==> src/rtl/uart_rx.sv <==
// 8N1 UART receiver with 16x oversampling, glitch-rejecting start detection and a
// valid/ready holding register. Define UART_RX_PARITY_EN for 8E1 with a parity_err pulse.
module uart_rx #(
  parameter int unsigned CLK_FREQ = 100_000_000,
  parameter int unsigned BAUD     = 115_200,
  parameter int unsigned OSR      = 16
) (
  input  logic       clk,
  input  logic       reset,
  input  logic       in,
  output logic [7:0] data_out,
  output logic       valid,
  input  logic       ready,
  output logic       idle,
  output logic       frame_err,
  output logic       overrun
`ifdef UART_RX_PARITY_EN
  ,
  output logic       parity_err
`endif
);

  localparam int unsigned DIV   = CLK_FREQ / (BAUD * OSR);
  localparam int unsigned DIV_W = (DIV > 1) ? $clog2(DIV) : 1;
  localparam int unsigned S_W   = (OSR > 1) ? $clog2(OSR) : 1;
  localparam logic [DIV_W-1:0] DIV_LAST = DIV_W'(DIV - 1);
  localparam logic [S_W-1:0]   S_START  = S_W'(OSR / 2 - 1);
  localparam logic [S_W-1:0]   S_BIT    = S_W'(OSR - 1);

  typedef enum logic [2:0] {
    ST_IDLE,
    ST_START,
    ST_DATA,
    ST_STOP,
    ST_BREAK
`ifdef UART_RX_PARITY_EN
    , ST_PARITY
`endif
  } state_e;

  state_e           state_q, state_d;
  logic [1:0]       sync_q, sync_d;
  logic             rx_prev_q, rx_prev_d;
  logic [DIV_W-1:0] div_q, div_d;
  logic [S_W-1:0]   s_q, s_d;
  logic [2:0]       bit_q, bit_d;
  logic [7:0]       shift_q, shift_d;
  logic [7:0]       data_out_q, data_out_d;
  logic             valid_q, valid_d;
  logic             idle_q, idle_d;
  logic             frame_err_q, frame_err_d;
  logic             overrun_q, overrun_d;
  logic             complete_c;
  logic             rx_c, tick_c, sample_c;
`ifdef UART_RX_PARITY_EN
  logic             par_q, par_d;
  logic             parity_err_q, parity_err_d;
`endif

  assign rx_c     = sync_q[1];
  assign tick_c   = (div_q == DIV_LAST);
  // First sample lands mid start bit, later ones every OSR ticks at bit centres
  assign sample_c = tick_c && (s_q == ((state_q == ST_START) ? S_START : S_BIT));

  always_comb begin
    sync_d       = {sync_q[0], in};
    rx_prev_d    = rx_c;
    state_d      = state_q;
    div_d        = tick_c ? '0 : div_q + DIV_W'(1);
    s_d          = s_q;
    bit_d        = bit_q;
    shift_d      = shift_q;
    data_out_d   = data_out_q;
    valid_d      = valid_q && !ready;
    frame_err_d  = 1'b0;
    overrun_d    = 1'b0;
    complete_c   = 1'b0;
`ifdef UART_RX_PARITY_EN
    par_d        = par_q;
    parity_err_d = 1'b0;
`endif
    if (tick_c) s_d = sample_c ? '0 : s_q + S_W'(1);

    case (state_q)
      ST_IDLE: begin
        div_d = '0;
        s_d   = '0;
        if (rx_prev_q && !rx_c) state_d = ST_START;
      end
      ST_START: begin
        bit_d = 3'd0;
        if (sample_c) state_d = rx_c ? ST_IDLE : ST_DATA;
      end
      ST_DATA: begin
        if (sample_c) begin
          shift_d = {rx_c, shift_q[7:1]};
          bit_d   = bit_q + 3'd1;
`ifdef UART_RX_PARITY_EN
          if (bit_q == 3'd7) state_d = ST_PARITY;
`else
          if (bit_q == 3'd7) state_d = ST_STOP;
`endif
        end
      end
`ifdef UART_RX_PARITY_EN
      ST_PARITY: begin
        if (sample_c) begin
          par_d   = rx_c;
          state_d = ST_STOP;
        end
      end
`endif
      ST_STOP: begin
        if (sample_c) begin
          if (rx_c) begin
            complete_c = 1'b1;
            state_d    = ST_IDLE;
          end else begin
            frame_err_d = 1'b1;
            state_d     = ST_BREAK;
          end
        end
      end
      ST_BREAK: begin
        if (rx_c) state_d = ST_IDLE;
      end
      default: state_d = ST_IDLE;
    endcase

    // A completing byte replaces the held one only if it is free or being accepted now
    if (complete_c) begin
      if (valid_q && !ready) begin
        overrun_d = 1'b1;
      end else begin
        data_out_d = shift_q;
        valid_d    = 1'b1;
      end
`ifdef UART_RX_PARITY_EN
      parity_err_d = ^{shift_q, par_q};
`endif
    end

    idle_d = (state_d == ST_IDLE) && sync_q[0];
  end

  always_ff @(posedge clk or negedge reset) begin
    if (!reset) state_q <= ST_IDLE;
    else        state_q <= state_d;
  end

  always_ff @(posedge clk or negedge reset) begin
    if (!reset) begin
      sync_q       <= 2'b11;
      rx_prev_q    <= 1'b1;
      div_q        <= '0;
      s_q          <= '0;
      bit_q        <= '0;
      shift_q      <= '0;
      data_out_q   <= '0;
      valid_q      <= 1'b0;
      idle_q       <= 1'b1;
      frame_err_q  <= 1'b0;
      overrun_q    <= 1'b0;
`ifdef UART_RX_PARITY_EN
      par_q        <= 1'b0;
      parity_err_q <= 1'b0;
`endif
    end else begin
      sync_q       <= sync_d;
      rx_prev_q    <= rx_prev_d;
      div_q        <= div_d;
      s_q          <= s_d;
      bit_q        <= bit_d;
      shift_q      <= shift_d;
      data_out_q   <= data_out_d;
      valid_q      <= valid_d;
      idle_q       <= idle_d;
      frame_err_q  <= frame_err_d;
      overrun_q    <= overrun_d;
`ifdef UART_RX_PARITY_EN
      par_q        <= par_d;
      parity_err_q <= parity_err_d;
`endif
    end
  end

  assign data_out  = data_out_q;
  assign valid     = valid_q;
  assign idle      = idle_q;
  assign frame_err = frame_err_q;
  assign overrun   = overrun_q;
`ifdef UART_RX_PARITY_EN
  assign parity_err = parity_err_q;
`endif

endmodule

==> config.mk <==
export PLATFORM = sky130hd
export DESIGN_NAME = uart_rx
export DESIGN_NICKNAME = d
export VERILOG_FILES = /design/src/rtl/uart_rx.sv
export SDC_FILE = /design/constraint.sdc
export NUM_CORES = 1
export LEC_CHECK = 0
export BUFFER_PORTS_ARGS = -buffer_cell sky130_fd_sc_hd__buf_2
export CELL_PAD_IN_SITES_DETAIL_PLACEMENT = 0
export CELL_PAD_IN_SITES_GLOBAL_PLACEMENT = 2
export CORE_ASPECT_RATIO = 0.8
export CORE_MARGIN = 5
export CORE_UTILIZATION = 36
export CTS_CLUSTER_SIZE = 24
export DETAILED_ROUTE_END_ITERATION = 8
export PLACE_DENSITY_LB_ADDON = 0.3
export SLEW_MARGIN = 20
export SYNTH_ARGS = -nofsm -noshare
export SYNTH_HDL_FRONTEND = slang
export SYNTH_SLANG_ARGS = --single-unit
==> constraint.sdc <==
create_clock -name clk -period 2.01 [get_ports clk]
set_input_delay 0.3015 -clock clk [delete_from_list [all_inputs] [get_ports clk]]
set_output_delay 0.3015 -clock clk [all_outputs]
set_load 0.05 [all_outputs]
==> run metrics, run 1 <==
NumNets Final=between 150 and 200; ANT cells=0; drt wl/cell=13.8 um; Setup WS pre-CTS=-118 ps; most numerous cell in the Yosys netlist=dfrtp_1; Worst Setup Slack, final=-67.1 ps; Routed Antenna Nets=0; WHS=5.45 ps; failing checks=setup timing; placed insts=232; root buf cell=clkbuf_8; Least-Margin Pin Slew=577 ps; CP max FO=8; Initial DRT Pass Iterations=4; Post-synth ARST share=1.00; Post-Syn Instances=143; vias in the first global route=1,217; Clk pin slew, worst setup/hold paths=roughly 80 ps; Final Cycle Share=1.03; post-DR vias/cell=4.77; Total GRT Usage=0.113; share of the yosys chip area belonging to registers=0.554; Worst setup startpoint=div_q[1]; initial antenna violation count=0; EDFF count, synth=0; worst-case reg-to-reg path depth=6; syn_nets=152; row count=22; Worst R2R End=data_out[6]; Post-synth top cells=35 x dfrtp_1, 15 x nor2_1, 11 x mux2_2; Synth Flop Type=dfrtp_1; Starting Density=0.378; top cell type's share of synthesized area=0.495; Hold Path Class=input pin to asynchronous set/reset pin; clock skew=5.82 ps; synthesized area=around 0.0018 mm^2; CTS tree=built; Final Routed Wirelength=3310 um; Clock Latency Late Sink=280 ps; GR Overflow Total=0; CORE AREA=about 0.0047 mm^2; Worst EP required=approximately 2200 ps; DRC viols=0; Fin. Hold Viols=0; R2R Setup Slk=-70 ps; unrepaired setup endpoints after global routing=true; CP Class=flip-flop to flip-flop; IO Port Bufs=15; CP arrival=around 2300 ps; IO Pins=16; fmax=0.481 GHz; fin. max-slew vios=0; max-cap check violation count=0; CTS max path bufs=2; Worst R2R Start=div_q[1]; number of synthesized register bits=39; die area=0.00642 mm^2; fraction of layout cells with a size suffix above 1=0.422; DR iter-0 viols=between 40 and 50; ranking of synthesized cells by area=dfrtp_1 50%, mux2_2 7.0%, mux2_4 6.8%; largest net degree at the start of global routing=26; LEAKAGE=0.00110 uW; Slew headroom=0.612; Synth Area per Inst=around 12 um^2; area leader, netlist=dfrtp_1; CTS buffer count=5; final setup vio count=18; status=finished, violations left; chip width=between 80 and 90 um; first-pass GRT wire length=5660 um; H-Tree Depth=2; gpl congestion=about 0.77; Clock Sinks=39; Synth cell types=38; minimum clock period=2080 ps; fin cells=240; DIE HEIGHT=72.7 um; Synthesis Warnings=0; synthesis-to-finish area growth=23.6%; Vias=1,145; final instance area=approximately 0.0022 mm^2; Crit. End Element=flip-flop; detailed placement HPWL=2470 um; DP Area=0.00204 mm^2; setup_tns=-1050 ps; power per cell area=roughly 900 mW/mm^2; Peak VDD IR=346 uV; Worst setup endpoint=data_out[6]; critical path startpoint category=flip-flop
==> cell type report <==
class	count	area, um^2
fillers	446	2490
flip-flops and latches	39	981
multi-input cells	94	774
repair buffers	36	233
well taps	60	75.1
clock buffers	5	68.8
clock inverters	3	43.8
inverters	3	11.3
==> state kept, by name, summed over array words and instances (netlist names), 2 cells and up <==
register and count:
data_out 8, shift_q 8, div_q 6, s_q 4
bit_q 3, state_q 3, sync_q 2
==> cells in the final DEF (no fill, tap or decap), types with 4 or more instances in the layout <==
cell       n
xnor2_1    5
clkbuf_8   5
nand2_1    6
nand3_1    4
nor2_1    15
ha_1       4
dfstp_2    4
buf_2     15
mux2_2    11
buf_4     21
mux2_4     8
nor3b_1    4
dfrtp_1   35
==> logic make-up after synthesis <==
| family | after synthesis | synth area share |
|---|---|---|
| adders and majority gates | 5 | 0.0354 |
| xor gates and xnor gates | 7 | 0.0347 |
| DFF | 39 | 0.554 |
| muxes | 20 | 0.144 |
| and+or+nand+nor | 48 | 0.150 |
| buffers and inverters | 10 | 0.0262 |
| AOI/OAI and AO/OA | 14 | 0.0559 |
==> power breakdown <==
group	internal [uW]	total (uW)	switching, uW
Combinational	190	364	174
Sequential	861	925	63.7
Clock	369	639	270
==> how the worst min path moves through the flow <==
stage / cells after the start / slack (ps) / to
global placement: 1 / 320 / div_q[2]
CTS: 1 / 30 / shift_q[2]
floorplan: 0 / 6 / bit_q[0]
global route: 1 / 60 / div_q[0]
detailed placement: 1 / 340 / div_q[0]
finish: 1 / 5 / div_q[0]
==> worst max-delay path, stage by stage (launching register included) <==
cell	delay, ps
dfrtp_1	390
inv_2	70
ha_4	130
nand4_4	90
or3_4	360
or4b_4	600
mux2_4	330
==> layer usage <==
metal | global-route usage | share of wire | vias to the layer above
met4 | 0.0252 | 0.0054 | 0
met1 | 0.156 | 0.51 | 558
met2 | 0.178 | 0.44 | 14
met5 | 0 | 0 | -
met3 | 0.0339 | 0.038 | 2
li1 | - | - | 571
==> metrics by stage <==
stage	util	total power, uW
2_1_floorplan	-	1090
3_3_place_gp	0.436	1240
3_5_place_dp	0.436	1250
4_1_cts	0.462	1900
5_1_grt	0.467	2040
6_report	0.467	1930
==> what timing repair did <==
item | 4_1_cts | 5_1_grt
endpoints found under the setup margin | 18 | 19
hold buffers | 0 | 0
gates resized for setup | 2 | 6
endpoints found under the hold margin | 0 | 0
setup buffers | 0 | 1
No activity file was read; power rests on OpenSTA's default activity.
==> inputs of run 2 (changes only) <==
==> constraint.sdc (replaced) <==
create_clock -name clk -period 1.8 [get_ports clk]
set_input_delay 0.27 -clock clk [delete_from_list [all_inputs] [get_ports clk]]
set_output_delay 0.27 -clock clk [all_outputs]
set_load 0.05 [all_outputs]
==> run metrics, run 2 (synthesis gave the netlist of run 1 again) <==
drt wl/cell=13.7 um (-0.69%); DR iter-0 viols=45 (-6.3%); row count=22 (unchanged); CP arrival=2250 ps (about the same); critical path startpoint category=flip-flop; Worst setup endpoint=data_out[6]; final instance area=0.00231 mm^2 (+5.8%); Worst setup startpoint=div_q[1]; ANT cells=0 (unchanged); IO Pins=16 (unchanged); CTS buffer count=5 (unchanged); Fin. Hold Viols=0 (unchanged); LEAKAGE=0.00116 uW (+5.7%); detailed placement HPWL=2360 um (-4.4%); unrepaired setup endpoints after global routing=true; chip width=88.4 um (unchanged); Total GRT Usage=0.119 (+0.00583); CTS Hold Buffers Added=0 (unchanged); fmax=0.483 GHz (+0.37%); GR Overflow Total=0 (unchanged); final setup vio count=23 (+5); CTS tree=built; initial antenna violation count=0 (unchanged); R2R Setup Slk=-270 ps (-200 ps); max-cap check violation count=0 (unchanged); Crit. End Element=flip-flop; Least-Margin Pin Slew=493 ps (-84.3 ps); Slew headroom=0.671 (+0.0597); largest net degree at the start of global routing=40 (+54%); delay-heaviest family, CP=simple AND/OR/NAND/NOR gates; CP max FO=8 (unchanged); fin. max-slew vios=0 (unchanged); Peak VDD IR=386 uV (+11%); Clock Latency Late Sink=290 ps (about the same); synthesis-to-finish area growth=30.8%; status=finished, violations left; CTS max path bufs=2 (unchanged); fill cell count=415 (-7.0%); Vias=1,191 (+4.0%); power per cell area=945 mW/mm^2 (+7.2%); critical path cell sequence=inv_2 -> ha_4 -> nand4_4 -> or3_4 -> or4b_4 -> mux2_4; die area=0.00642 mm^2 (unchanged); failing checks=setup timing; total power=2190 uW (+13%); clock skew=3.09 ps (-2.73 ps); commonest non-fill, non-tap cell in the layout=dfrtp_1; Starting Density=0.378 (unchanged); Worst EP required=1980 ps (-200 ps); worst-case reg-to-reg path depth=6 (unchanged); max incr delay on CP=600 ps (about the same); minimum clock period=2070 ps (-7.65 ps); Clock Sinks=39 (unchanged); Initial DRT Pass Iterations=4 (unchanged); DRC viols=0 (unchanged); Worst R2R End=data_out[6]; area of the multi-input gates=823 um^2 (+6.3%); DP Area=0.00207 mm^2 (+1.5%); CORE AREA=0.00468 mm^2 (unchanged); DIE HEIGHT=72.7 um (unchanged); most frequent cells in the layout=35 x dfrtp_1, 27 x buf_4, 15 x nor2_1, 15 x buf_2, 10 x mux2_2; Hold Path Class=input pin to asynchronous set/reset pin; post-DR vias/cell=4.76 (-0.14%); first-pass GRT wire length=5760 um (+1.8%); critical path's slowest cell=or4b_4; CP Class=flip-flop to flip-flop; Final Routed Wirelength=3420 um (+3.4%); Clk pin slew, worst setup/hold paths=80 ps (about the same); vias in the first global route=1,226 (+0.74%); root buf cell=clkbuf_8; Routed Antenna Nets=0 (unchanged); Storage cell area=981 um^2 (unchanged); Worst R2R Start=div_q[1]; IO Port Bufs=15 (unchanged); H-Tree Depth=2 (unchanged); NumNets Final=198 (+5.3%); Stages on worst setup path=6 (unchanged); gpl congestion=0.758 (-1.1%); fraction of layout cells with a size suffix above 1=0.479 (+0.0567); Final Cycle Share=1.15 (+0.116); worst path bufs/invs=1 (unchanged); Worst Setup Slack, final=-269 ps (-202 ps)
## run 2: where the power goes
group	internal [uW]	switching, uW
Clock	412	304
Sequential	962	71.1
Combinational	232	207
Total	1610	582
## run 2: how the worst min path moves through the flow
stage / endpoint / slack [ps]
global route: sync_q[0] / 50
detailed placement: div_q[0] / 360
finish: div_q[0] / 30
global placement: div_q[2] / 340
floorplan: bit_q[0] / -30
CTS: s_q[0] / 30
## run 2: metal layers
metal	up-vias	global-route usage	routed length [um]
li1	592	-	-
met1	572	0.155	1630
met2	20	0.183	1560
met3	7	0.0384	176
met4	0	0.0503	56
met5	-	0	0
## run 2: through the flow
stage	std cells	hold slack (ps)	util	TNS, ps	setup WS [ps]
after CTS	248	34.0	0.487	-5760	-295
after detailed placement	236	359	0.443	-5900	-343
final	250	27.4	0.495	-4490	-269
after floorplan	143	-25.6	-	-4750	-298
after global routing	250	50.8	0.495	-6860	-352
after global placement	236	341	0.443	-4800	-283
## run 2: area by class of cell
cell class	count	area share
Inverter	3	0.00486
Tap cell	60	0.0324
Multi-Input combinational cell	95	0.356
Timing Repair Buffer	45	0.135
Clock inverter	3	0.0189
Sequential cell	39	0.424
Clock buffer	5	0.0297
## run 2: repair_timing
action,CTS,global route
setup endpoints to repair,23,26
resized for setup,15,9
pin swaps,7,8
cloned,0,1
buffers inserted,4,3
==> inputs of run 3 (changes only) <==
--- a/config.mk
+++ b/config.mk
@@ -5,12 +5,11 @@
 export SDC_FILE = /design/constraint.sdc
 export NUM_CORES = 1
 export LEC_CHECK = 0
+export ABC_AREA = 1
 export BUFFER_PORTS_ARGS = -buffer_cell sky130_fd_sc_hd__buf_2
-export CELL_PAD_IN_SITES_DETAIL_PLACEMENT = 0
-export CELL_PAD_IN_SITES_GLOBAL_PLACEMENT = 2
 export CORE_ASPECT_RATIO = 0.8
 export CORE_MARGIN = 5
-export CORE_UTILIZATION = 36
+export CORE_UTILIZATION = 52
 export CTS_CLUSTER_SIZE = 24
 export DETAILED_ROUTE_END_ITERATION = 8
 export PLACE_DENSITY_LB_ADDON = 0.3
==> run metrics, run 3 <==
die area=0.00466 mm^2 (-27%); initial antenna violation count=0 (unchanged); CP max FO=7 (-1); CP Class=flip-flop to flip-flop; minimum clock period=1580 ps (-486 ps); Final Cycle Share=0.880 (-0.270); clock skew=10.2 ps (+7.10 ps); final setup vio count=0 (-100%); delay-heaviest family, CP=simple AND/OR/NAND/NOR gates; ranking of synthesized cells by area=dfrtp_1 50%, nand2_1 13%, dfstp_2 6.0%; IO Pins=16 (unchanged); worst-case reg-to-reg path depth=9 (+3); CP arrival=1830 ps (-420 ps); post-cts sizing count=0 (-15); gpl congestion=0.874 (+15%); max incr delay on CP=390 ps (-210 ps); Storage cell area=981 um^2 (unchanged); Worst Setup Slack, final=216 ps (+486 ps); syn_nets=197 (+30%); unrepaired setup endpoints after global routing=false; Initial DRT Pass Iterations=4 (unchanged); max-cap check violation count=0 (unchanged); worst path bufs/invs=1 (unchanged); Slew headroom=0.683 (+0.0120); Post-Syn Instances=188 (+31%); largest net degree at the start of global routing=40 (unchanged); vias in the first global route=1,238 (+0.98%); Sw Share=0.246 (-0.0200); Post-synth ARST share=1.00 (unchanged); setup_tns=0 ps (+4490 ps); area leader, netlist=dfrtp_1; CORE AREA=0.00318 mm^2 (-32%); post-DR vias/cell=5.07 (+6.4%); synthesis-to-finish area growth=14.4%; critical path startpoint category=flip-flop; Clk pin slew, worst setup/hold paths=80 ps (about the same); drt wl/cell=13.0 um (-4.8%); Stages on worst setup path=9 (+3); Final Routed Wirelength=3270 um (-4.4%); IO Port Bufs=15 (unchanged); Synth Flop Type=dfrtp_1; first-pass GRT wire length=5770 um (+0.12%); fin. max-slew vios=0 (unchanged); Clock Latency Late Sink=300 ps (about the same); post-CTS setup buffers=0 (-4); Hold Path Class=input pin to asynchronous set/reset pin; row count=18 (-18%); EDFF count, synth=0 (unchanged); root buf cell=clkbuf_8; commonest non-fill, non-tap cell in the layout=nand2_1; DRC viols=0 (unchanged); critical path's slowest cell=dfrtp_1; critical path cell sequence=ha_1 -> nand2_2 -> nor3_4 -> nand2_4 -> clkinv_2 -> nand3_4 -> nor2_8 -> nand2_1 -> nand2_1; GR Overflow Total=0 (unchanged); Total GRT Usage=0.172 (+0.0524); Least-Margin Pin Slew=475 ps (-18.0 ps); Fin. Hold Viols=0 (unchanged); Setup WS pre-CTS=218 ps (+562 ps); share of the yosys chip area belonging to registers=0.556 (+0.00157); top cell type's share of synthesized area=0.496 (+0.00140); status=finished clean; NumNets Final=219 (+11%); most numerous cell in the Yosys netlist=nand2_1; Clock Sinks=39 (unchanged); Synth Area per Inst=9.38 um^2 (-24%); design internal power=1580 uW (-1.3%); area of the multi-input gates=684 um^2 (-17%); power share of the clock group=0.409 (+0.082); synthesized area=0.00176 mm^2 (-0.28%); Crit. End Element=flip-flop; ANT cells=0 (unchanged); Worst EP required=2040 ps (+60 ps); most frequent cells in the layout=60 x nand2_1, 35 x dfrtp_1, 15 x nor2_1, 15 x buf_2; Synth cell types=29 (-24%); CTS max path bufs=2 (unchanged); detailed placement HPWL=2400 um (+1.9%); register share of total power=0.481 (+0.009); Starting Density=0.556 (+0.177); DIE HEIGHT=62.1 um (-15%); net switching power=517 uW (-11%); fill cell count=252 (-39%); number of synthesized register bits=39 (unchanged); chip width=75.1 um (-15%); WHS=9.28 ps (-18.1 ps); CTS Hold Buffers Added=0 (unchanged); power per cell area=1040 mW/mm^2 (+10%); Peak VDD IR=548 uV (+42%); Combinational Power Share=0.109 (-0.091); DR iter-0 viols=79 (+76%); cell repeated most along the worst path=nand2_1; Post-synth top cells=60 x nand2_1, 35 x dfrtp_1, 15 x nor2_1; CTS buffer count=5 (unchanged); fraction of layout cells with a size suffix above 1=0.237 (-0.242); H-Tree Depth=2 (unchanged); Routed Antenna Nets=0 (unchanged); CTS tree=built; Vias=1,272 (+6.8%); LEAKAGE=0.00111 uW (-4.7%); fmax=0.631 GHz (+31%); Synthesis Warnings=0 (unchanged)
## run 3: worst paths after layout
check	startpoint	endpoint	slack, ps
setup / recovery	s_q[0]	data_out[4]	220
hold reg to reg	sync_q[0]	sync_q[1]	370
hold / removal	reset	data_out[1]	9
min in group clk	in	sync_q[0]	70
setup reg to reg	s_q[0]	data_out[4]	220
max in group asynchronous	reset	rx_prev_q	1430
## run 3: cell type report
cell class                      count  share of cell area
Sequential cell                    39               0.486
Multi-Input combinational cell    127               0.339
Timing Repair Buffer               17              0.0446
Inverter                           20              0.0378
Clock buffer                        5              0.0341
Clock inverter                      3              0.0335
Tap cell                           40              0.0248
## run 3: worst reg2reg max path: stages, from the launching register on
cell      delay (ps)
dfrtp_1          390
ha_1             190
nand2_2           70
nor3_4           290
nand2_4          130
clkinv_2         100
nand3_4          100
nor2_8           140
nand2_1           70
nand2_1           50
## run 3: per-layer routing
| metal | wire, um | GRT usage | vias to the layer above |
|---|---|---|---|
| li1 | - | - | 642 |
| met4 | 54 | 0.0609 | 0 |
| met5 | 0 | 0 | - |
| met3 | 258 | 0.0659 | 9 |
| met1 | 1520 | 0.230 | 579 |
| met2 | 1440 | 0.257 | 42 |
## run 3: power groups by stage
stage          combinational (uW)  sequential [uW]  clock [uW]
2_1_floorplan                 168             1020           0
3_3_place_gp                  219             1020           0
3_5_place_dp                  232             1030           0
4_1_cts                       233             1010         878
5_1_grt                       273             1030         930
6_report                      229             1010         860
## run 3: through the flow
step           instance area [um^2]  total power (uW)   util  std cells
3_3_place_gp                   1880              1240  0.593        243
5_1_grt                        2020              2230  0.636        251
2_1_floorplan                  1760              1190      -        188
6_report                       2020              2100  0.636        251
3_5_place_dp                   1880              1260  0.593        243
4_1_cts                        2020              2120  0.636        251
## run 3: cell families after synthesis
| group | after synthesis | synth area share |
|---|---|---|
| adders and majority gates | 5 | 0.0355 |
| xor gates and xnor gates | 1 | 0.00497 |
| DFF | 39 | 0.556 |
| buffers and inverters | 22 | 0.0560 |
| AOI/OAI and AO/OA | 10 | 0.0326 |
| and+or+nand+nor | 111 | 0.315 |
